==> src/rtl/rf_write_arbiter.sv <==
// Round-robin arbiter that shares the register-file write port, with read-port A/B forwarding.
// Latency: 1 cycle from grant to the RF write. Forwarding flags are combinational.
// Backpressure: grants at most one requester per cycle. freeze_i stalls grants. The output stage never stalls.
//
// Ports:
//   clk, rst_n                 clock and asynchronous active-low reset
//   freeze_i                   1 = grant nothing this cycle
//   req_valid_i / req_ready_o  per-requester handshake; ready is one-hot or zero
//   req_addr_i / req_data_i    packed per-requester write address and data
//   rf_we_o, rf_addr_wr_o, rf_data_o, grant_id_o   registered output stage (RF write port)
//   rd_addr_a_i / rd_addr_b_i  read-port addresses checked against the in-flight write
//   fwd_a_o / fwd_b_o          read port must take rf_data_o instead of the RF value
module rf_write_arbiter #(
    parameter int DATA_WIDTH = 32,
    parameter int ADDR_WIDTH = 3,
    parameter int N_REQ      = 3
) (
    input  logic                          clk,
    input  logic                          rst_n,
    input  logic                          freeze_i,
    input  logic [N_REQ-1:0]              req_valid_i,
    output logic [N_REQ-1:0]              req_ready_o,
    input  logic [N_REQ*ADDR_WIDTH-1:0]   req_addr_i,
    input  logic [N_REQ*DATA_WIDTH-1:0]   req_data_i,
    output logic                          rf_we_o,
    output logic [ADDR_WIDTH-1:0]         rf_addr_wr_o,
    output logic [DATA_WIDTH-1:0]         rf_data_o,
    output logic [1:0]                    grant_id_o,
    input  logic [ADDR_WIDTH-1:0]         rd_addr_a_i,
    input  logic [ADDR_WIDTH-1:0]         rd_addr_b_i,
    output logic                          fwd_a_o,
    output logic                          fwd_b_o
);

    logic [1:0]            ptr_q, ptr_d;
    logic                  we_q, we_d;
    logic [ADDR_WIDTH-1:0] addr_q, addr_d;
    logic [DATA_WIDTH-1:0] data_q, data_d;
    logic [1:0]            gid_q, gid_d;

    logic [N_REQ-1:0]      gnt;
    logic                  found;
    logic [1:0]            win;
    int                    scan_idx;

    // Scan from the pointer, wrapping modulo N_REQ. The first valid requester wins.
    // Grants are also gated by rst_n, so nothing is accepted while reset is held.
    always_comb begin
        gnt      = '0;
        found    = 1'b0;
        win      = 2'd0;
        scan_idx = 0;
        if (!freeze_i && rst_n) begin
            for (int i = 0; i < N_REQ; i++) begin
                scan_idx = int'(ptr_q) + i;
                if (scan_idx >= N_REQ) begin
                    scan_idx = scan_idx - N_REQ;
                end
                if (!found && req_valid_i[scan_idx]) begin
                    found         = 1'b1;
                    gnt[scan_idx] = 1'b1;
                    win           = scan_idx[1:0];
                end
            end
        end
    end

    assign req_ready_o = gnt;

    // Next state. A transfer loads the output stage and moves the pointer past the winner.
    // With no transfer, only the write enable drops and everything else holds.
    always_comb begin
        we_d   = found;
        addr_d = addr_q;
        data_d = data_q;
        gid_d  = gid_q;
        ptr_d  = ptr_q;
        if (found) begin
            addr_d = req_addr_i[win*ADDR_WIDTH +: ADDR_WIDTH];
            data_d = req_data_i[win*DATA_WIDTH +: DATA_WIDTH];
            gid_d  = win;
            ptr_d  = (int'(win) == N_REQ - 1) ? 2'd0 : win + 2'd1;
        end
    end

    always_ff @(posedge clk or negedge rst_n) begin
        if (!rst_n) begin
            ptr_q  <= 2'd0;
            we_q   <= 1'b0;
            addr_q <= '0;
            data_q <= '0;
            gid_q  <= 2'd0;
        end else begin
            ptr_q  <= ptr_d;
            we_q   <= we_d;
            addr_q <= addr_d;
            data_q <= data_d;
            gid_q  <= gid_d;
        end
    end

    assign rf_we_o      = we_q;
    assign rf_addr_wr_o = addr_q;
    assign rf_data_o    = data_q;
    assign grant_id_o   = gid_q;

    // A read of the register being written this cycle would return the old RF contents.
    assign fwd_a_o = we_q && (addr_q == rd_addr_a_i);
    assign fwd_b_o = we_q && (addr_q == rd_addr_b_i);

endmodule

==> config.mk <==
export PLATFORM = sky130hd
export DESIGN_NAME = rf_write_arbiter
export DESIGN_NICKNAME = d
export VERILOG_FILES = /design/src/rtl/rf_write_arbiter.sv
export SDC_FILE = /design/constraint.sdc
export NUM_CORES = 1
export LEC_CHECK = 0
export BUFFER_PORTS_ARGS = -buffer_cell sky130_fd_sc_hd__buf_2
export CELL_PAD_IN_SITES_DETAIL_PLACEMENT = 1
export CELL_PAD_IN_SITES_GLOBAL_PLACEMENT = 1
export CORE_ASPECT_RATIO = 0.9
export CORE_MARGIN = 1.5
export CORE_UTILIZATION = 30
export CTS_BUF_LIST = sky130_fd_sc_hd__clkbuf_2 sky130_fd_sc_hd__clkbuf_4 sky130_fd_sc_hd__clkbuf_8
export CTS_CLUSTER_DIAMETER = 200
export DETAILED_ROUTE_END_ITERATION = 8
export PLACE_DENSITY = 0.81
export SYNTH_ARGS = -nofsm -noshare
export SYNTH_HDL_FRONTEND = slang
export SYNTH_SLANG_ARGS = --single-unit
==> constraint.sdc <==
create_clock -name clk -period 2.3 [get_ports clk]
set_input_delay 0.23 -clock clk [delete_from_list [all_inputs] [get_ports clk]]
set_output_delay 0.23 -clock clk [all_outputs]
set_load 0.02 [all_outputs]
* Word level (Yosys, flattened, before mapping)
Cells that the tools add are included.
Word-level totals: output and inout port bits 43, flip-flop bits (word level) 40, input bits 117, word-level logic and storage cells 77
Operators by class: eq/ne operators 3, multiplexer cells 38, shifts and indexed selects 2, $lt $le $gt $ge 9, reductions and logical operators 11, add/subtract/negate cells 6, multiply operators 1, bitwise operators 2
Operators by type and width (count):
- $mux W32 | 6
- $ge A32 B1 Y1 const B | 3
- $lt A32 B4 Y1 const B | 3
- $shiftx A96 B8 Y32 | 1
- $mux W3 | 6
- $mux W1 | 15
- $mux W2 | 5
- $shiftx A9 B5 Y3 | 1
- $logic_and A1 B1 Y1 | 8
- $sub A3 B2 Y4 const B | 2
- $bmux W1 S2 | 3
- $demux W1 S2 | 3
- $eq A3 B3 Y1 | 2
- $ge A3 B2 Y1 const B | 2
- $or A3 B3 Y3 | 2
- $mul A2 B2 Y4 const B | 1
- $add A2 B1 Y3 const B | 1
- $add A2 B2 Y3 const B | 1
- $logic_not A1 Y1 | 3
- $sub A2 B2 Y3 const B | 1
- $add A2 B1 Y2 const B | 1
- $eq A2 B2 Y1 const B | 1
- $ge A2 B2 Y1 const B | 1

* Longest topological paths before layout
Gate-level depths: netlist (run 1).
word-level depth 18, gate-level depth with buffers 10, depth with buffers taken out 8

* Worst setup path before layout (run 1)
OpenSTA, ideal clock, no wires.
path kind reg2out, from register ptr_q[0], to output req_ready_o[2], cell stages (with the launch flop) 8, slack 50 ps, arrival time 2020 ps, data required time 2070 ps, cells stage by stage dfrtp_1 > inv_1 > ha_1 > buf_6 > clkbuf_1 > a2111oi_0 > nand2_1 > a31oi_1
Between the ends: cells in the longest elaborated chain, start to end 16, elaborated cells between the ends (all ways) 54, those cells by class 5 x add/sub; 9 x order compare; 31 x mux; 2 x bitwise; 7 x reduce/logical
Ends and longest elaborated chain:
- from (decl) | line 35 | logic [1:0] ptr_q, ptr_d;
- from (signal assigned) | line 94 | ptr_q <= ptr_d;
- parallel branches: the longest is 14 deep, another holds $ge A32 B1 Y1
- $mux W3 * | line 59 | if (!found && req_valid_i[scan_idx]) begin
- $mux W3 * | line 53 | if (!freeze_i && rst_n) begin
- to (decl) | line 22 | output logic [N_REQ-1:0] req_ready_o,
Mark *: on every way between the ends. The select of a mux whose other input is x is not followed.

* Worst setup path in the final report (run 1)
from register ptr_q[0], to register data_q[28] (netlist: rf_data_o[28])
Between the ends: cells in the longest elaborated chain, start to end 17, elaborated cells between the ends (all ways) 38, those cells by class 5 x add/sub; 3 x order compare; 1 x shift; 25 x mux; 4 x reduce/logical
Ends and longest elaborated chain:
- parallel branches: the longest is 17 deep, another holds $sub A3 B2 Y4
- to (signal assigned) | line 97 | data_q <= data_d;
- to (decl) | line 38 | logic [DATA_WIDTH-1:0] data_q, data_d;
Several ways; the timed one is not identified. The select of a mux whose other input is x is not followed. A chain may end at the register's enable or synchronous reset.

==> results.md, run 1 <==
- Fin util: 51.7%
- Unrepaired setup endpoints after global routing: yes
- Worst-path clk slew: ~80 ps
- Yosys top cell area share: 42.2%
- Final Slew Violations: 0
- Final setup fails: 16
- Max Clock Skew: around 7 ps
- Row count: 30
- Worst Path Arrival: between 2000 and 2500 ps
- Post-place setup slack: 36.3 ps
- Later-pin clock latency in the skew report: between 200 and 300 ps
- Share of cells above drive strength 1: between 50% and 60%
- Die Ht: around 87 um
- Design area: roughly 4000 sq um
- I/O pin count: 160
- Synth cell types: 43
- Final HPWL DP: ~6400 um
- Int Pwr: just over 3 mW
- Layout area overhead: 65.3%
- Post-synth ARST share: 100%
- Via/cell ratio: ~5.4
- Slowest stage delay, CP: ~400 ps
- Core ar.: approximately 7600 sq um
- Critical path's slowest cell: dfrtp_1
- Worst slew margin: between 60% and 70%
- Fmax: 429 MHz
- Vias in the first global route: 2796
- Largest net degree at the start of global routing: slightly above 40
- Pwr dens: approximately 1400 nW/um^2
- Gate power share: ~66%
- Final WL: 9540 um
- Initial DRT Pass Iterations: 6
- Area of the multi-input gates: about 1300 sq um
- Register area share after synthesis: roughly 42%
- Initial antenna violation count: 0
- Clock Path Buffers: 2
- Initial Util: between 30% and 40%
- ANT cells: 0
- WS Path Type: flip-flop to flip-flop
- Root buf cell: clkbuf_8
- Number of synthesized register bits: 40
- Port buffer count: around 160
- EDFF count, synth: 0
- Chip width: just under 100 um
- Failing checks: setup timing
- Final min period: roughly 2300 ps
- Run status: finished with violations
- Tot Pwr: approximately 5.5 mW
- Top_reg_cell synth: dfrtp_1
- First-pass GRT wire length: 13200 um
- Crit. End Element: flip-flop
- Clock group share of total power: roughly a tenth
- Overflow after GRT: 0
- Layout fillers: 903
- CTS tree: done
- CP Cell Sequence: inv_2 > ha_4 > buf_6 > buf_6 > buf_6 > o21ai_1 > a21oi_1 > o21ai_2 > buf_12 > a222oi_1 > a21oi_2
- TritonCTS Buffers: 5
- Syn nets: between 300 and 400
- Final Cycle Share: 101%
- Final #Nets: approximately 550
- DRT antenna net count: 0
- Area leader, netlist: dfrtp_1
- VDD IR max: 0.676 mV
- Total Routing Usage GR: a little under a fifth
- Net Sw Power: about 2.4 mW
- Leakage: roughly 1.8 nW
- Global placement routability congestion: about 0.85
- Initial detailed-routing violation count: around 170
- Critical-path maximum fanout: 20
- Die footprint: approximately 8400 sq um
- Num Clock Sinks: 40
- Avg Inst Size Synth: approximately 9.6 sq um
- Synth warn: 0
- Cell Area, Synth: 2370 sq um
- Worst-Margin Slew: 518 ps
- Final setup margin: -30.7 ps
- H-tree depth: 2
- WL/cell: between 15 and 20 um
- Startpoint type of the worst setup path: flip-flop
- Synth area leaders: dfrtp_1 (42%), a222oi_1 (14%), a21oi_1 (8.0%), nor2_1 (6.2%), buf_6 (4.8%)
- # DRC: 0
- Switching share of power: between 40% and 50%
- Final hold vios: 0
- Crit-path most repeated cell: buf_6
- HP Class: input pin to asynchronous set/reset pin
- FF/Latch Area: roughly 1000 sq um
- Via count: around 2800
- Max-Cap Viols: 0
- Commonest non-fill, non-tap cells in the layout: buf_2 (156), dfrtp_1 (39), nor2_1 (37)
- Placement Cell Area: around 3300 sq um
- Flop pwr share: a little under a quarter
- Post-Syn Instances: roughly 250
- Worst EP required: 2460 ps
- Commonest non-fill, non-tap cell in the layout: buf_2
[critical path: cells and delay by family, from the launching register on]
kind	cells	cell delay (ps)
flip-flops	1	410
buffers and inverters	5	570
adder cells (fa/ha/maj)	1	320
AO/OA/AOI/OAI	5	880
[power groups by stage]
stage	clock network (mW)	registers, mW	logic (mW)
3_5_place_dp	0	1.28	2.92
6_report	0.571	1.29	3.66
3_3_place_gp	0	1.26	2.84
4_1_cts	0.592	1.28	3.14
5_1_grt	0.637	1.34	3.94
2_1_floorplan	0	1.67	1.43
[per-layer routing]
metal  routed length [um]  GRT usage (%)  vias up
met1                 3940           21.7     1387
li1                     -              -     1318
met2                 4860           36.4      128
met4                   84           4.22        0
met5                    0              0        -
met3                  666           5.22       10
[worst paths after layout]
path                                      startpoint                   endpoint  slack [ps]  cells after the start
setup / recovery                ptr_q[0]$_DFFE_PN0P_  rf_data_o[28]$_DFFE_PN0P_         -30                     11
hold / removal                                 rst_n       ptr_q[0]$_DFFE_PN0P_          40                      2
setup reg to reg                ptr_q[0]$_DFFE_PN0P_  rf_data_o[28]$_DFFE_PN0P_         -30                     11
hold reg to reg            grant_id_o[0]$_DFFE_PN0P_  grant_id_o[0]$_DFFE_PN0P_         490                      1
max in group asynchronous                      rst_n       ptr_q[1]$_DFFE_PN0P_        1890                      2
min in group clk                      req_data_i[43]  rf_data_o[11]$_DFFE_PN0P_         170                      3
[timing repair]
action                                  in CTS  in global routing
buffers inserted                             8                  6
cloned                                       0                  7
hold buffers                                 0                  0
endpoints found under the setup margin       3                 27
pin swaps                                    4                 19
resized for setup                           13                 44
[cells by family (layout without fill, tap and decap cells)]
family                     count (synthesis)  after routing  share of synthesized area [%]
muxes                                      3              3                           1.32
and+or+nand+nor                           65             65                           13.0
adders and majority gates                  5              5                           2.59
xor gates and xnor gates                   6              6                           2.22
AOI/OAI and AO/OA                         99             99                           30.5
DFF                                       40             40                           42.2
buffers and inverters                     29            210                           8.18
[state kept, by name, indices dropped and copies added, names as in the netlist]
name and count:
grant_id_o 2, rf_we_o 1, rf_data_o 32, ptr_q 2
rf_addr_wr_o 3
[Yosys cell counts (all sizes together) (2+ instances only)]
master and instances:
dfrtp 40, nor2 39, a21oi 38, a222oi 34, buf 15, o21ai 10
clkbuf 8, nand2 7, inv 5, ha 4, nor2b 4, xor2 4
a21o 3, a22oi 3, nand2b 3, nor3 3, a211o 2, a31oi 2
mux2i 2, nor3b 2, xnor2 2
[per-stage QoR]
step / cells / hold slack (ps) / setup TNS [ps]
after floorplan: 247 / -65.6 / 0
after global placement: 496 / 361 / 0
after detailed placement: 496 / 369 / 0
after CTS: 511 / 60.5 / 0
after global routing: 524 / 73.0 / -2840
final: 524 / 40.7 / -165
[final cells by class]
type,count,share of cell area [%]
multi-input combinational,178,34.3
timing repair buffer,196,33.5
sequential,40,25.6
tap,96,3.07
clock buffer,6,1.95
clock inverter,2,0.894
inverter,6,0.703
No activity file was read; power rests on OpenSTA's default activity.
==> run 2, diff against run 1 <==
SKIP_LAST_GASP = 1   (was unset)
==> run 2 against run 1 <==
  * The flow still finishes with violations (setup timing)
  * Routed wire length grew 0.71%
  * Critical endpoint unchanged
  * Largest cell class unchanged
  * Non-clock buffer count unchanged
  * Via count increased by 0.25%
  * Clock-buffer cell count did not move
  * Clock power about the same
==> results.md, run 2 (synthesis results as in run 1) <==
- Via count: 2850 (+0.25%)
- Clock Path Buffers: 2 (unchanged)
- WL/cell: 18.3 um (+0.71%)
- Chip width: 96.7 um (unchanged)
- Initial DRT Pass Iterations: 7 (+1)
- Worst path bufs/invs: 5 (unchanged)
- DRT antenna net count: 0 (unchanged)
- Final min period: 2340 ps (+6.11 ps)
- Final #Nets: 548 (unchanged)
- Vias in the first global route: 2796 (unchanged)
- Total Routing Usage GR: 19.2% (unchanged)
- Worst-Margin Slew: 518 ps (-0.736 ps)
- CTS tree: done
- Worst-path clk slew: 80 ps (about the same)
- VDD IR max: 0.674 mV (-0.30%)
- CP delay by family, top: compound AO/OA/AOI/OAI gates
- Die footprint: 8440 sq um (unchanged)
- Worst slew margin: 65.5% (about the same)
- Worst EP required: 2460 ps (about the same)
- Share of cells above drive strength 1: 56.1% (-0.23 points)
- Max Clock Skew: 6.31 ps (-0.900 ps)
- Final hold slack: 41.9 ps (+1.21 ps)
- Leakage: 1.82 nW (-0.26%)
- Failing checks: setup timing
- First-pass GRT wire length: 13200 um (unchanged)
- Die Ht: 87.3 um (unchanged)
- # DRC: 0 (unchanged)
- Run status: finished with violations
- RR Startpoint: ptr_q[0]$_DFFE_PN0P_
- I/O pin count: 160 (unchanged)
- Reg2Reg Depth: 11 (unchanged)
- Worst Path Arrival: 2490 ps (about the same)
- Commonest non-fill, non-tap cells in the layout: buf_2 (156), dfrtp_1 (39), nor2_1 (38)
- Root buf cell: clkbuf_8
- Fmax: 428 MHz (-0.26%)
- Max-Cap Viols: 0 (unchanged)
- CP Cell Sequence: inv_2 > ha_4 > buf_6 > buf_6 > buf_6 > o21ai_1 > a21oi_1 > o21ai_2 > buf_12 > a222oi_1 > a21oi_2
- Later-pin clock latency in the skew report: 280 ps (about the same)
- ANT cells: 0 (unchanged)
- Post-place setup slack: 36.3 ps (unchanged)
- Startpoint type of the worst setup path: flip-flop
- Layout area overhead: 64.8%
- Pwr dens: 1410 nW/um^2 (about the same)
- Tot Pwr: 5.51 mW (-0.19%)
- Initial detailed-routing violation count: 166 (-3.5%)
- WS Path Type: flip-flop to flip-flop
- Initial Util: 31.3% (unchanged)
- WP depth: 11 (unchanged)
- Unrepaired setup endpoints after global routing: yes
- Final Non-Filler Cells: 524 (unchanged)
- Final setup margin: -36.8 ps (-6.11 ps)
- Via/cell ratio: 5.44 (+0.25%)
- Port buffer count: 159 (unchanged)
- Crit-path most repeated cell: buf_6
- TritonCTS Buffers: 5 (unchanged)
- Fin util: 51.5% (-0.15 points)
- Critical path's slowest cell: dfrtp_1
- Final HPWL DP: 6370 um (unchanged)
- Hold_buf cts: 0 (unchanged)
- Num Clock Sinks: 40 (unchanged)
- Initial antenna violation count: 0 (unchanged)
- HP Class: input pin to asynchronous set/reset pin
- Final Slew Violations: 0 (unchanged)
- Final hold vios: 0 (unchanged)
- Slowest stage delay, CP: 410 ps (about the same)
- Largest net degree at the start of global routing: 41 (unchanged)
- Global placement routability congestion: 0.852 (unchanged)
- Placed insts: 496 (unchanged)
- Row count: 30 (unchanged)
- Final WL: 9610 um (+0.71%)
- Worst setup startpoint: ptr_q[0]$_DFFE_PN0P_
- Commonest non-fill, non-tap cell in the layout: buf_2
- Final Cycle Share: 102% (+0.27 points)
- Core ar.: 7580 sq um (unchanged)
- Largest register FFs: 32 (unchanged)
- Crit. End Element: flip-flop
- Critical-path maximum fanout: 20 (unchanged)
- H-tree depth: 2 (unchanged)
- Final setup fails: 17 (+1)
- Overflow after GRT: 0 (unchanged)
[run 2: changes by cell type in the layout (fill, tap and decap cells not counted)]
| cell | delta |
|---|---|
| buf_4 | +1 |
| buf_6 | -1 |
| nand2_2 | +1 |
| nand2_4 | -1 |
| nor2_1 | +1 |
| nor2_2 | -1 |
[run 2: power by group]
group | switching, mW | total [mW] | internal (mW)
sequential | 0.233 | 1.29 | 1.05
clock | 0.236 | 0.570 | 0.334
combinational | 1.96 | 3.65 | 1.69
total | 2.43 | 5.51 | 3.08
[run 2: layout make-up]
cell class | instances | area, sq um
fill | 905 | 3680
multi-input combinational | 178 | 1340
timing repair buffer | 196 | 1310
sequential | 40 | 1000
tap | 96 | 120
clock buffer | 6 | 76.3
clock inverter | 2 | 35.0
inverter | 6 | 27.5
[run 2: metrics by stage]
stage	area, sq um	setup TNS (ps)
2_1_floorplan	2370	0
3_3_place_gp	3340	0
3_5_place_dp	3340	0
4_1_cts	3550	0
5_1_grt	3910	-3080
6_report	3910	-252
[run 2: metal layers]
metal  global-route usage [%]  vias up  share of wire, %
li1                         -     1319                 -
met1                     21.7     1390                41
met2                     36.4      129                51
met3                     5.22       12               7.1
met4                     4.22        0               1.0
met5                        0        -                 0
[run 2: what timing repair did]
action                                  in CTS  in global routing
resized for setup                           13                 41
buffers inserted                             8                  6
gates cloned                                 0                  7
pin swaps                                    4                 18
endpoints found under the setup margin       3                 27
[run 2: path summary, 6_finish.rpt]
path	to	slack, ps
max	rf_data_o[28]$_DFFE_PN0P_	-40
min	ptr_q[0]$_DFFE_PN0P_	40
max reg2reg	rf_data_o[28]$_DFFE_PN0P_	-40
min reg2reg	grant_id_o[0]$_DFFE_PN0P_	490
max in group asynchronous	ptr_q[1]$_DFFE_PN0P_	1890
min in group clk	rf_data_o[11]$_DFFE_PN0P_	170
